[config.mk]
export PLATFORM = sky130hd
export DESIGN_NAME = scan_decoder_flat
export DESIGN_NICKNAME = d
export VERILOG_FILES = /design/src/rtl/scan_decoder_if.sv /design/src/rtl/scan_decoder.sv /design/src/flat_wrapper.sv
export SDC_FILE = /design/constraint.sdc
export NUM_CORES = 1
export LEC_CHECK = 0
export CORE_MARGIN = 5
export CORE_UTILIZATION = 41
export DETAILED_ROUTE_END_ITERATION = 12
export GPL_ROUTABILITY_DRIVEN = 1
export PLACE_DENSITY = 0.74
export SLEW_MARGIN = 20
export SYNTH_ARGS = -nofsm -noshare
export SYNTH_HDL_FRONTEND = slang
export SYNTH_SLANG_ARGS = --single-unit
[constraint.sdc]
create_clock -name clk -period 2.1 [get_ports clk]
set_input_delay 0.525 -clock clk [delete_from_list [all_inputs] [get_ports clk]]
set_output_delay 0.525 -clock clk [all_outputs]
set_load 0.01 [all_outputs]
[src/rtl/scan_decoder_if.sv]
// Bus bundle for scan_decoder. The master drives the decode controls and the
// slave returns the registered decode results.
interface scan_decoder_if #(
    parameter int unsigned N = 3
);
    localparam int unsigned W = 1 << N;

    logic         en;
    logic         mode;
    logic [N-1:0] sel;
    logic         load;
    logic         step;
    logic [N-1:0] last;
    logic [W-1:0] out;
    logic [N-1:0] idx;
    logic         valid;
    logic         wrap;

    modport master (
        output en, mode, sel, load, step, last,
        input  out, idx, valid, wrap
    );

    modport slave (
        input  en, mode, sel, load, step, last,
        output out, idx, valid, wrap
    );
endinterface

[src/rtl/scan_decoder.sv]
// One-hot decoder with a direct mode (decode sel) and a scan mode that walks a
// counter from a loaded start index up to a terminal index, then wraps to 0.
module scan_decoder #(
    parameter int unsigned N = 3
) (
    input  logic          clk,
    input  logic          rst,
    scan_decoder_if.slave bus
);
    localparam int unsigned W = 1 << N;

    typedef enum logic {
        IDLE = 1'b0,
        RUN  = 1'b1
    } state_t;

    state_t       state_q, state_d;
    logic [N-1:0] cnt_q,   cnt_d;
    logic [N-1:0] idx_q,   idx_d;
    logic [W-1:0] out_q,   out_d;
    logic         valid_q, valid_d;
    logic         wrap_q,  wrap_d;

    // Outputs are computed from the post-edge state, so every decode is visible
    // one clock after the inputs that caused it.
    always_comb begin
        state_d = state_q;
        cnt_d   = cnt_q;
        idx_d   = idx_q;
        out_d   = '0;
        valid_d = 1'b0;
        wrap_d  = 1'b0;

        if (bus.en) begin
            if (!bus.mode) begin
                state_d = IDLE;
                idx_d   = bus.sel;
                out_d   = W'(1) << bus.sel;
                valid_d = 1'b1;
            end else begin
                if (bus.load) begin
                    state_d = RUN;
                    cnt_d   = bus.sel;
                end else if (state_q == RUN && bus.step) begin
                    if (cnt_q < bus.last) begin
                        cnt_d = cnt_q + N'(1);
                    end else begin
                        cnt_d  = '0;
                        wrap_d = 1'b1;
                    end
                end

                if (state_d == RUN) begin
                    idx_d   = cnt_d;
                    out_d   = W'(1) << cnt_d;
                    valid_d = 1'b1;
                end
            end
        end
    end

    always_ff @(posedge clk) begin
        if (rst) begin
            state_q <= IDLE;
            cnt_q   <= '0;
            idx_q   <= '0;
            out_q   <= '0;
            valid_q <= 1'b0;
            wrap_q  <= 1'b0;
        end else begin
            state_q <= state_d;
            cnt_q   <= cnt_d;
            idx_q   <= idx_d;
            out_q   <= out_d;
            valid_q <= valid_d;
            wrap_q  <= wrap_d;
        end
    end

    assign bus.out   = out_q;
    assign bus.idx   = idx_q;
    assign bus.valid = valid_q;
    assign bus.wrap  = wrap_q;
endmodule

[src/flat_wrapper.sv]
// flat-port wrapper written by rule: the top's interface ports become plain ports
module scan_decoder_flat 
#(
    parameter int unsigned N = 3
)
  (clk, rst, bus_en, bus_mode, bus_sel, bus_load, bus_step, bus_last, bus_out, bus_idx, bus_valid, bus_wrap);
  scan_decoder_if #(.N(N)) bus_i ();
  input  logic clk;
  input  logic rst;
  input wire logic [$bits(bus_i.en)-1:0] bus_en;
  input wire logic [$bits(bus_i.mode)-1:0] bus_mode;
  input wire logic [$bits(bus_i.sel)-1:0] bus_sel;
  input wire logic [$bits(bus_i.load)-1:0] bus_load;
  input wire logic [$bits(bus_i.step)-1:0] bus_step;
  input wire logic [$bits(bus_i.last)-1:0] bus_last;
  output wire logic [$bits(bus_i.out)-1:0] bus_out;
  output wire logic [$bits(bus_i.idx)-1:0] bus_idx;
  output wire logic [$bits(bus_i.valid)-1:0] bus_valid;
  output wire logic [$bits(bus_i.wrap)-1:0] bus_wrap;
  assign bus_i.en = bus_en;
  assign bus_i.mode = bus_mode;
  assign bus_i.sel = bus_sel;
  assign bus_i.load = bus_load;
  assign bus_i.step = bus_step;
  assign bus_i.last = bus_last;
  assign bus_out = bus_i.out;
  assign bus_idx = bus_i.idx;
  assign bus_valid = bus_i.valid;
  assign bus_wrap = bus_i.wrap;
  scan_decoder #(.N(N)) u_core (.clk(clk), .rst(rst), .bus(bus_i));
endmodule
* Yosys cells after proc, flatten, opt, wreduce, memory -nomap -nowiden
Index checks and enable logic that the tools add are counted.
Operators by class: shift operators 2, bitwise gates (word level) 3, muxes and demuxes 16, eq/ne operators 1, $add $sub $neg 1, reduce and logical (&&, ||, !) cells 5, $lt $le $gt $ge 1
Operator list (count):
- $mux W3 | 7
- $mux W8 | 2
- $shl A1 B3 Y8 const A | 2
- $mux W1 | 7
- $reduce_or A5 Y1 | 1
- $reduce_and A2 Y1 | 2
- $add A3 B1 Y3 const B | 1
- $lt A3 B3 Y1 | 1
- $not A1 Y1 | 3
- $ne A2 B1 Y1 const B | 1
- $reduce_or A2 Y1 | 1
- $logic_and A1 B1 Y1 | 1
Word-level totals: register bits after elaboration 17, logic and storage cells 35, output and inout bits 13, bits of input ports 12

* Longest topological paths before layout
Gate-level depths: netlist of run 1.
depth after elaboration 9, gate-level depth with buffers 7, gate-level depth less buffers 7

* Worst setup path after synthesis of run 1
No wires, ideal clock.
path type input to register, start point in bus_last[2], end point reg u_core.out_q[5], in the netlist u_core.bus.out[5], buffers on the path 0, library setup time 0.092 ns, stages on the path 7, required time 2.008 ns, path slack -0.104 ns, arrival 2.112 ns, cells stage by stage inv_1 -> ha_1 -> a21oi_1 -> o21ai_2 -> a211o_4 -> a2111o_1 -> o32ai_1
On the way: cells in the longest elaborated chain, start to end 9
Ends and longest elaborated chain:
- from (decl) | RTL line flat_wrapper.sv:15 | input wire logic [$bits(bus_i.last)-1:0] bus_last;
- $lt A3 B3 Y1 | RTL line scan_decoder.sv:45 | if (cnt_q < bus.last) begin
- $mux W3 | RTL line scan_decoder.sv:45
- $mux W3 | RTL line scan_decoder.sv:44 | end else if (state_q == RUN && bus.step) begin
- $mux W3 | RTL line scan_decoder.sv:41 | if (bus.load) begin
- $mux W3 | RTL line scan_decoder.sv:35 | if (!bus.mode) begin
- $mux W3 | RTL line scan_decoder.sv:34 | if (bus.en) begin
- $shl A1 B3 Y8 | RTL line scan_decoder.sv:55 | out_d = W'(1) << cnt_d;
- $mux W8 | RTL line scan_decoder.sv:53 | if (state_d == RUN) begin
- $mux W8 | RTL line scan_decoder.sv:35
- to (signal assigned) | RTL line scan_decoder.sv:74 | out_q <= out_d;
- to (decl) | RTL line scan_decoder.sv:20 | logic [W-1:0] out_q, out_d;
No other way between the ends. The select of a mux whose other input is x is not followed. A chain may end at the register's enable or synchronous reset.

* Final worst setup path of run 1
Ends and elaborated chain as after synthesis.

==> results of run 1 <==
-- metal layers --
| layer | routed length [µm] | global-route usage, % | up-vias |
|---|---|---|---|
| li1 | - | - | 468 |
| met1 | 1050 | 19.1 | 431 |
| met2 | 1270 | 25.8 | 35 |
| met3 | 129 | 3.03 | 4 |
| met4 | 63 | 11.1 | 0 |
| met5 | 0 | 0 | - |
-- what timing repair did --
item                                    CTS  global route
endpoints found under the setup margin   12             4
gates resized for setup                   6             9
hold buffers                              0             0
buffers inserted                          0             1
pin swaps                                 4             6
-- cell families (layout without fill, tap and decap cells) --
family | after synthesis | count (layout) | share of synthesized area (%)
compound gates | 31 | 31 | 27.4
xor+xnor | 1 | 1 | 1.03
fa+ha+maj | 3 | 3 | 4.42
buf+inv | 10 | 57 | 4.42
flops | 17 | 17 | 40.1
simple gates | 38 | 38 | 22.7
-- final timing paths --
kind,from,endpoint,slack [ns]
setup reg to reg,u_core.cnt_q[2],u_core.bus.out[5],0.07
hold reg to reg,u_core.bus.idx[2],u_core.bus.idx[2],0.46
hold / removal,u_core.bus.idx[2],u_core.bus.idx[2],0.46
setup / recovery,bus_last[2],u_core.bus.out[5],0.05
-- worst register-to-register path: cells and delay by family, from the launching register on --
| kind | cells | cell delay (ns) |
|---|---|---|
| DFF | 1 | 0.35 |
| AOI/OAI and AO/OA | 5 | 1.35 |
| adders and majority gates | 1 | 0.25 |
-- synthesized netlist by cell type, drive strengths merged --
library cell  instances  share of area [%]
o41a                  1                1.3
nor2b                 2                1.8
and2                  2                1.6
inv                   6                2.7
nor3b                 2                1.8
o31ai                 1               0.88
nor2                  5                2.2
nand2b                2                1.5
a21oi                12                7.1
a221oi                2                2.1
a311o                 1                1.2
a22o                  1                1.0
a211o                 1                2.1
dfxtp                17                 40
clkbuf                4                1.8
nor3                  1               0.59
o21ai                 2                1.6
xor2                  1                1.0
a2111o                1                1.3
nand3b                1               0.88
a22oi                 2                1.8
a311oi                1                1.0
nand3                 3                2.4
ha                    3                4.4
nand2                16                7.1
o41ai                 1                1.0
nand4                 4                2.9
o32ai                 3                3.1
o2111ai               1                1.0
a211oi                1               0.88
-- registers in the layout, indices dropped and copies added, names as in the netlist --
name	flops
u_core.bus.idx	3
u_core.bus.wrap	1
u_core.bus.out	8
u_core.state_q	1
u_core.cnt_q	3
u_core.bus.valid	1
-- per-stage QoR --
step	setup WS [ns]	instance area [µm²]	std cells	setup TNS [ns]	hold WS, ns
detailed placement	-0.671	1300	169	-6.54	0.448
floorplan	-0.0194	878	100	-0.0194	0.472
finish	0.0502	1380	174	0	0.463
global route	-0.0174	1380	174	-0.0174	0.482
global placement	-0.603	1300	169	-5.64	0.445
CTS	0.0190	1350	173	0	0.467
-- power groups by stage --
stage	registers, µW	clock network [µW]	logic, µW
floorplan	353	0	74.6
global placement	349	0	171
detailed placement	350	0	174
CTS	342	184	176
global route	345	202	199
finish	343	181	185
-- area by class of cell --
cell class,instances,area [µm²]
Sequential cell,17,343
Multi-Input combinational cell,73,531
Clock inverter,1,5.00
Tap cell,27,33.8
Timing Repair Buffer,47,412
Clock buffer,3,22.5
Inverter,6,30.0
Fill cell,161,586
==> metrics.csv, run 1 <==
metric;value;unit
Finished Core Util;70.2;%
post-synthesis sequential area ratio;40.1;%
CP cell instances;buf_2 -> inv_8 -> ha_4 -> a21oi_4 -> o21ai_2 -> a211o_4 -> a2111o_1 -> o32ai_2;
Crit path depth;8;
first-iteration detailed-routing DRC count;37;
Pre-antenna DRT Iters;4;
vias in the first global route;873;
Worst-path clk slew;0.11;ns
Worst Path Arrival;2.26;ns
Crit Path Category;in2reg;
core area;0.00196;mm²
layout cells sized above 1;29.3;%
cell area after synthesis;850;µm²
Hold Crit Class;reg2reg;
commonest cells after routing, fill and taps aside;23 x buf_4, 20 x clkdlybuf4s50_1, 15 x nand2_1, 15 x dfxtp_1, 11 x a21oi_1;
Worst IR Drop VDD;0.452;mV
Pwr Density;516;mW/mm²
hpwl dp;1.89;mm
Unique masters post-synth;34;
I/O pin total;25;
Clock power frac;25.5;%
CTS root buf;clkbuf_4;
crit start category;input pin;
count of buffer and inverter cells on the critical path;2;
total track usage;16.1;%
total power;710;µW
combinational power share;26.1;%
grt total ovfl;0;
sw frac;29.1;%
CP max-delay cell;a2111o_1;
Num CTS Buffers;3;
post-route ant nets;0;
hold path depth;2;
Tightest Pin Transition;0.409;ns
diode count;0;
final WL;2.51;mm
final hold vios;0;
sequential share of power;48.3;%
largest net degree at the start of global routing;11;
Rows;16;
routed vias/inst;5.39;
Slew Limit Fails;0;
Crit Path Max Fanout;4;
die area;0.00308;mm²
initial core utilization;43.3;%
GP Congestion;0.892;
die height;55.5;µm
Clock Sinks;17;
R2R cell count;6;
clk_lat worst skew;0.30;ns
Setup crit end kind;register;
Tmin final;2.05;ns
CP peak stage delay;0.49;ns
Achievable Freq;488;MHz
die width;55.5;µm
Fin Clk Skew;0.00915;ns
Syn Nets;115;
H-tree depth;1;
commonest non-fill, non-tap cell in the layout;buf_4;
DR vias;938;
IO buf count;24;
NumNets Final;163;
max-cap violations;0;
Int Power;503;µW
switching power;207;µW
period utilization;97.6;%
setup violators final;0;
Area growth, synth to finish;62.0;%
cell family with most CP delay;compound AO/OA/AOI/OAI gates;
#FFs+latches synth;17;
first-pass GRT wire length;3.91;mm
Pleak;0.000541;µW
DR WL/cell;14.4;µm
initial antenna violation count;0;
Max-slew headroom;72.7;%
TritonCTS clock tree;built;
Syn Area/Cell;8.50;µm²
status;finished clean;
Critical Path RT;2.31;ns
# DRC;0;
Syn Inst Count;100;
Ys Warns;0;
Max Root-Sink Buffers;2;
Power figures use the tool's default switching activity.
==> inputs of run 2 (changes only) <==
--- a/config.mk
+++ b/config.mk
@@ -9,7 +9,7 @@
 export CORE_UTILIZATION = 41
 export DETAILED_ROUTE_END_ITERATION = 12
 export GPL_ROUTABILITY_DRIVEN = 1
-export PLACE_DENSITY = 0.74
+export PLACE_DENSITY = 0.72
 export SLEW_MARGIN = 20
 export SYNTH_ARGS = -nofsm -noshare
 export SYNTH_HDL_FRONTEND = slang
==> run 2 against run 1 <==
Final cell count grew 1.1%; sequential power is essentially flat; via count grew 1.4%; routed wire length shrank 1.2%; setup slack lost 0.0037 ns; clock skew shrank 0.0064 ns; flip-flop and latch count is the same; global-route usage shrank 0.12 points; register-to-register slack is essentially flat; first-iteration DRC count shrank 51%; design area grew 0.64%; die area is the same.
==> metrics.csv, run 2 (same netlist as run 1, synthesis figures left out) <==
metric;value;unit;change
initial antenna violation count;0;;unchanged
commonest cells after routing, fill and taps aside;25 x buf_4, 20 x clkdlybuf4s50_1, 15 x nand2_1, 15 x dfxtp_1, 11 x a21oi_1;;
Fillers;183;;+14%
Crit Path Max Fanout;4;;unchanged
total power;710;µW;about the same
Worst Path Arrival;2.26;ns;about the same
total track usage;16.0;%;-0.12 points
Rows;16;;unchanged
DR vias;951;;+1.4%
CP max-delay cell;a2111o_1;;
Slew Limit Fails;0;;unchanged
worst hold slack;0.467;ns;+0.00370 ns
final hold vios;0;;unchanged
die height;55.5;µm;unchanged
Tightest Pin Transition;0.424;ns;+0.0149 ns
setup violators final;0;;unchanged
NumNets Final;165;;+1.2%
IO buf count;24;;unchanged
Setup crit end kind;register;;
CP cell instances;clkdlybuf4s15_1 -> inv_2 -> ha_4 -> a21oi_4 -> o21ai_2 -> a211o_4 -> a2111o_1 -> o32ai_2;;
hpwl dp;1.89;mm;-0.45%
Worst-path clk slew;0.10;ns;about the same
commonest non-fill, non-tap cell in the layout;buf_4;;
first-pass GRT wire length;4.05;mm;+3.5%
grt total ovfl;0;;unchanged
layout cells sized above 1;29.5;%;+0.28 points
Area growth, synth to finish;63.0;%;
Pre-antenna DRT Iters;4;;unchanged
max-cap violations;0;;unchanged
Critical Path RT;2.31;ns;about the same
I/O pin total;25;;unchanged
GP Congestion;0.863;;-3.2%
initial core utilization;43.3;%;unchanged
Fin Clk Skew;0.00277;ns;-0.00638 ns
first-iteration detailed-routing DRC count;18;;-51%
die area;0.00308;mm²;unchanged
Achievable Freq;487;MHz;-0.18%
Crit Path Category;in2reg;;
CTS root buf;clkbuf_4;;
Num CTS Buffers;3;;unchanged
TritonCTS clock tree;built;;
Tmin final;2.05;ns;+0.00368 ns
status;finished clean;;
largest net degree at the start of global routing;11;;unchanged
DR WL/cell;14.1;µm;-2.3%
Clock Sinks;17;;unchanged
clk_lat worst skew;0.29;ns;about the same
post-route ant nets;0;;unchanged
crit start category;input pin;;
setup TNS;0;ns;unchanged
core area;0.00196;mm²;unchanged
diode count;0;;unchanged
# DRC;0;;unchanged
routed vias/inst;5.40;;+0.23%
vias in the first global route;915;;+4.8%
CP peak stage delay;0.49;ns;about the same
Pwr Density;512;mW/mm²;-0.71%
die width;55.5;µm;unchanged
Pleak;0.000548;µW;+1.2%
Max-slew headroom;71.6;%;-1.1 points
Max Root-Sink Buffers;2;;unchanged
Worst IR Drop VDD;0.454;mV;+0.55%
final WL;2.48;mm;-1.2%
Hold Crit Class;reg2reg;;
max reg flops;8;;unchanged
period utilization;97.8;%;+0.18 points
H-tree depth;1;;unchanged
[run 2: final cells by class]
cell class / instances / area, µm² / share of cell area (%)
clock buffers: 3 / 22.5 / 1.63
clock inverters: 1 / 5.00 / 0.361
inverters: 6 / 30.0 / 2.17
multi-input cells: 73 / 523 / 37.8
flip-flops and latches: 17 / 343 / 24.8
well taps: 27 / 33.8 / 2.44
repair buffers: 49 / 428 / 30.9
[run 2: through the flow]
stage,area (µm²),cells,util (%),worst slack (ns)
finish,1390,176,70.6,0.0465
global route,1390,176,70.6,-0.0125
CTS,1350,175,68.9,0.0193
detailed placement,1320,171,67.2,-0.697
global placement,1320,171,67.2,-0.605
floorplan,878,100,-,-0.0194
[run 2: repair_timing]
action	CTS	global route
gates resized for setup	5	10
hold buffers	0	0
gates cloned	0	0
endpoints found under the setup margin	11	4
pin swaps	4	6
setup buffers	0	1
[run 2: report_power, final]
group / internal [µW] / leakage [µW] / total (µW) / switching [µW]
Combinational: 99.8 / 0.000390 / 186 / 86.6
Clock: 70.9 / 0.0000177 / 180 / 109
Sequential: 335 / 0.000139 / 343 / 8.53
Total: 506 / 0.000548 / 710 / 204
[run 2: routing by layer]
metal  vias up  GRT usage, %  routed length (µm)
met3         2          3.96                 122
met1       448          19.2                1060
met5         -             0                   0
met2        28          28.0                1290
li1        473             -                   -
met4         0          4.17                  10
[run 2: worst paths after layout]
path,from,end,slack [ns],depth (start not counted)
min reg2reg,u_core.bus.idx[2],u_core.bus.idx[2],0.47,2
max reg2reg,u_core.cnt_q[2],u_core.bus.out[5],0.07,6
max,bus_last[1],u_core.bus.out[5],0.05,8
min,u_core.bus.idx[2],u_core.bus.idx[2],0.47,2
[run 2: worst max-delay path: cells and delay by family]
| kind | cells | cell delay [ns] |
|---|---|---|
| AOI/OAI and AO/OA | 5 | 1.34 |
| adders and majority gates | 1 | 0.16 |
| buffers and inverters | 2 | 0.23 |
==> inputs of run 3 (changes only) <==
--- a/config.mk
+++ b/config.mk
@@ -5,11 +5,11 @@
 export SDC_FILE = /design/constraint.sdc
 export NUM_CORES = 1
 export LEC_CHECK = 0
-export CORE_MARGIN = 5
-export CORE_UTILIZATION = 41
+export CORE_UTILIZATION = 49
 export DETAILED_ROUTE_END_ITERATION = 12
+export DONT_BUFFER_PORTS = 1
 export GPL_ROUTABILITY_DRIVEN = 1
-export PLACE_DENSITY = 0.72
+export PLACE_DENSITY = 0.64
 export SLEW_MARGIN = 20
 export SYNTH_ARGS = -nofsm -noshare
 export SYNTH_HDL_FRONTEND = slang
==> run 3 against run 2 <==
The run now ends with design-rule violations left; setup slack gained 0.067 ns; critical path depth shrank 2; combinational power shrank 46%; non-clock buffer count shrank 41; maximum frequency grew 3.4%; critical path type is now reg2reg; critical endpoint unchanged; largest cell class unchanged; highest routed layer unchanged.
==> metrics.csv, run 3 (same netlist as run 1, synthesis figures left out) <==
metric;value;unit;change
Worst IR Drop VDD;0.385;mV;-15%
Area growth, synth to finish;15.5;%;
Fillers;151;;-17%
RSZ-0062 raised after global routing;false;;
Setup Fix Bufs, Post-CTS;0;;unchanged
DR vias;790;;-17%
layout cells sized above 1;23.1;%;-6.4 points
Worst-path clk slew;0.10;ns;about the same
fin cells;124;;-30%
Pre-antenna DRT Iters;8;;+4
Pleak;0.000353;µW;-36%
Fin Clk Skew;0.00253;ns;-0.000238 ns
die width;43.6;µm;-21%
grt total ovfl;0;;unchanged
total track usage;22.9;%;+7.0 points
initial antenna violation count;0;;unchanged
max-cap violations;0;;unchanged
die area;0.00190;mm²;-38%
Rows;14;;-2
final WL;1.93;mm;-22%
largest net degree at the start of global routing;13;;+2
Tightest Pin Transition;0.500;ns;+0.0761 ns
post-route ant nets;0;;unchanged
WHS Endpoint;u_core.cnt_q[1];;
Clock Sinks;17;;unchanged
hpwl dp;1.47;mm;-22%
slack of the worst reg-to-reg path;0.11;ns;+0.04 ns
die height;43.6;µm;-21%
IO buf count;0;;-100%
Tmin final;1.99;ns;-0.0668 ns
first-pass GRT wire length;3.20;mm;-21%
worst r2r src;u_core.cnt_q[2];;
# DRC;3;;+3
H-tree depth;1;;unchanged
TritonCTS clock tree;built;;
Critical R2R Capture;u_core.bus.out[5];;
setup violators final;0;;unchanged
max reg flops;8;;unchanged
Max Root-Sink Buffers;2;;unchanged
Achievable Freq;503;MHz;+3.4%
NumNets Final;124;;-25%
vias in the first global route;727;;-21%
routed vias/inst;6.37;;+18%
Setup crit end kind;register;;
crit start category;register;;
Num CTS Buffers;3;;unchanged
violated checks;design-rule violations;;
R2R cell count;6;;unchanged
Critical Path RT;2.32;ns;about the same
Slew Limit Fails;0;;unchanged
DR WL/cell;15.6;µm;+10%
diode count;0;;unchanged
core area;0.00156;mm²;-21%
worst hold start;rst;;
Pwr Density;639;mW/mm²;+25%
initial core utilization;54.5;%;+11 points
status;finished, violations left;;
Max-slew headroom;66.6;%;-5.0 points
dpl cells;120;;-30%
I/O pin total;25;;unchanged
first-iteration detailed-routing DRC count;13;;-5
Crit Path Category;reg2reg;;
total power;627;µW;-12%
Worst Path Arrival;2.20;ns;-0.06 ns
Hold Crit Class;in2reg;;
period utilization;94.6;%;-3.2 points
CTS root buf;clkbuf_4;;
hold path depth;1;;-1
commonest cells after routing, fill and taps aside;15 x nand2_1, 15 x dfxtp_1, 11 x a21oi_1;;
Crit Path Max Fanout;4;;unchanged
GP Congestion;0.803;;-7.0%
clk_lat worst skew;0.30;ns;about the same
final hold vios;0;;unchanged
[run 3: stage by stage]
stage	worst slack (ns)	hold slack, ns	utilization (%)	instance area, µm²	TNS (ns)
2_1_floorplan	-0.0194	0.472	-	878	-0.0194
3_3_place_gp	-0.0462	0.485	60.5	943	-0.0462
3_5_place_dp	-0.0638	0.489	60.5	943	-0.106
4_1_cts	0.0474	0.280	62.3	971	0
5_1_grt	0.000419	0.253	62.9	981	0
6_report	0.113	0.270	62.9	981	0
[run 3: layout make-up]
type	count	area, µm²	share of cell area [%]
Clock buffer	3	22.5	2.30
Clock inverter	1	5.00	0.510
Sequential cell	17	343	34.9
Tap cell	16	20.0	2.04
Timing Repair Buffer	8	60.1	6.12
Multi-Input combinational cell	73	500	51.0
Inverter	6	30.0	3.06
[run 3: critical path, cell delays in order (launching register included)]
cell      delay [ns]
dfxtp_2         0.36
ha_4            0.24
a21oi_2         0.15
o21ai_2         0.08
a211o_4         0.32
a2111o_1        0.48
o32ai_2         0.27
[run 3: worst max-delay path by stage]
stage	from	slack, ns	to
6_report	u_core.cnt_q[2]	0.11	u_core.bus.out[5]
5_1_grt	u_core.cnt_q[2]	0.0004	u_core.bus.out[7]
4_1_cts	u_core.cnt_q[2]	0.05	u_core.bus.out[5]
3_5_place_dp	bus_last[2]	-0.06	u_core.bus.out[5]
3_3_place_gp	bus_last[2]	-0.05	u_core.bus.out[5]
2_1_floorplan	bus_last[2]	-0.02	u_core.bus.out[5]
[run 3: metal layers]
metal	track usage, %	part of all wire [%]	vias up
met5	0	0	-
met4	9.38	1.9	0
met3	6.25	5.9	6
met2	33.4	44	24
met1	31.9	48	373
li1	-	-	387
[run 3: power breakdown]
group	internal, µW	switching, µW	total [µW]
Sequential	335	12.7	348
Combinational	46.4	53.5	100
Clock	71.1	109	180
[run 3: timing repair]
action	in CTS	in global routing
hold buffers	0	0
gates resized for setup	0	3
endpoints found under the setup margin	0	3
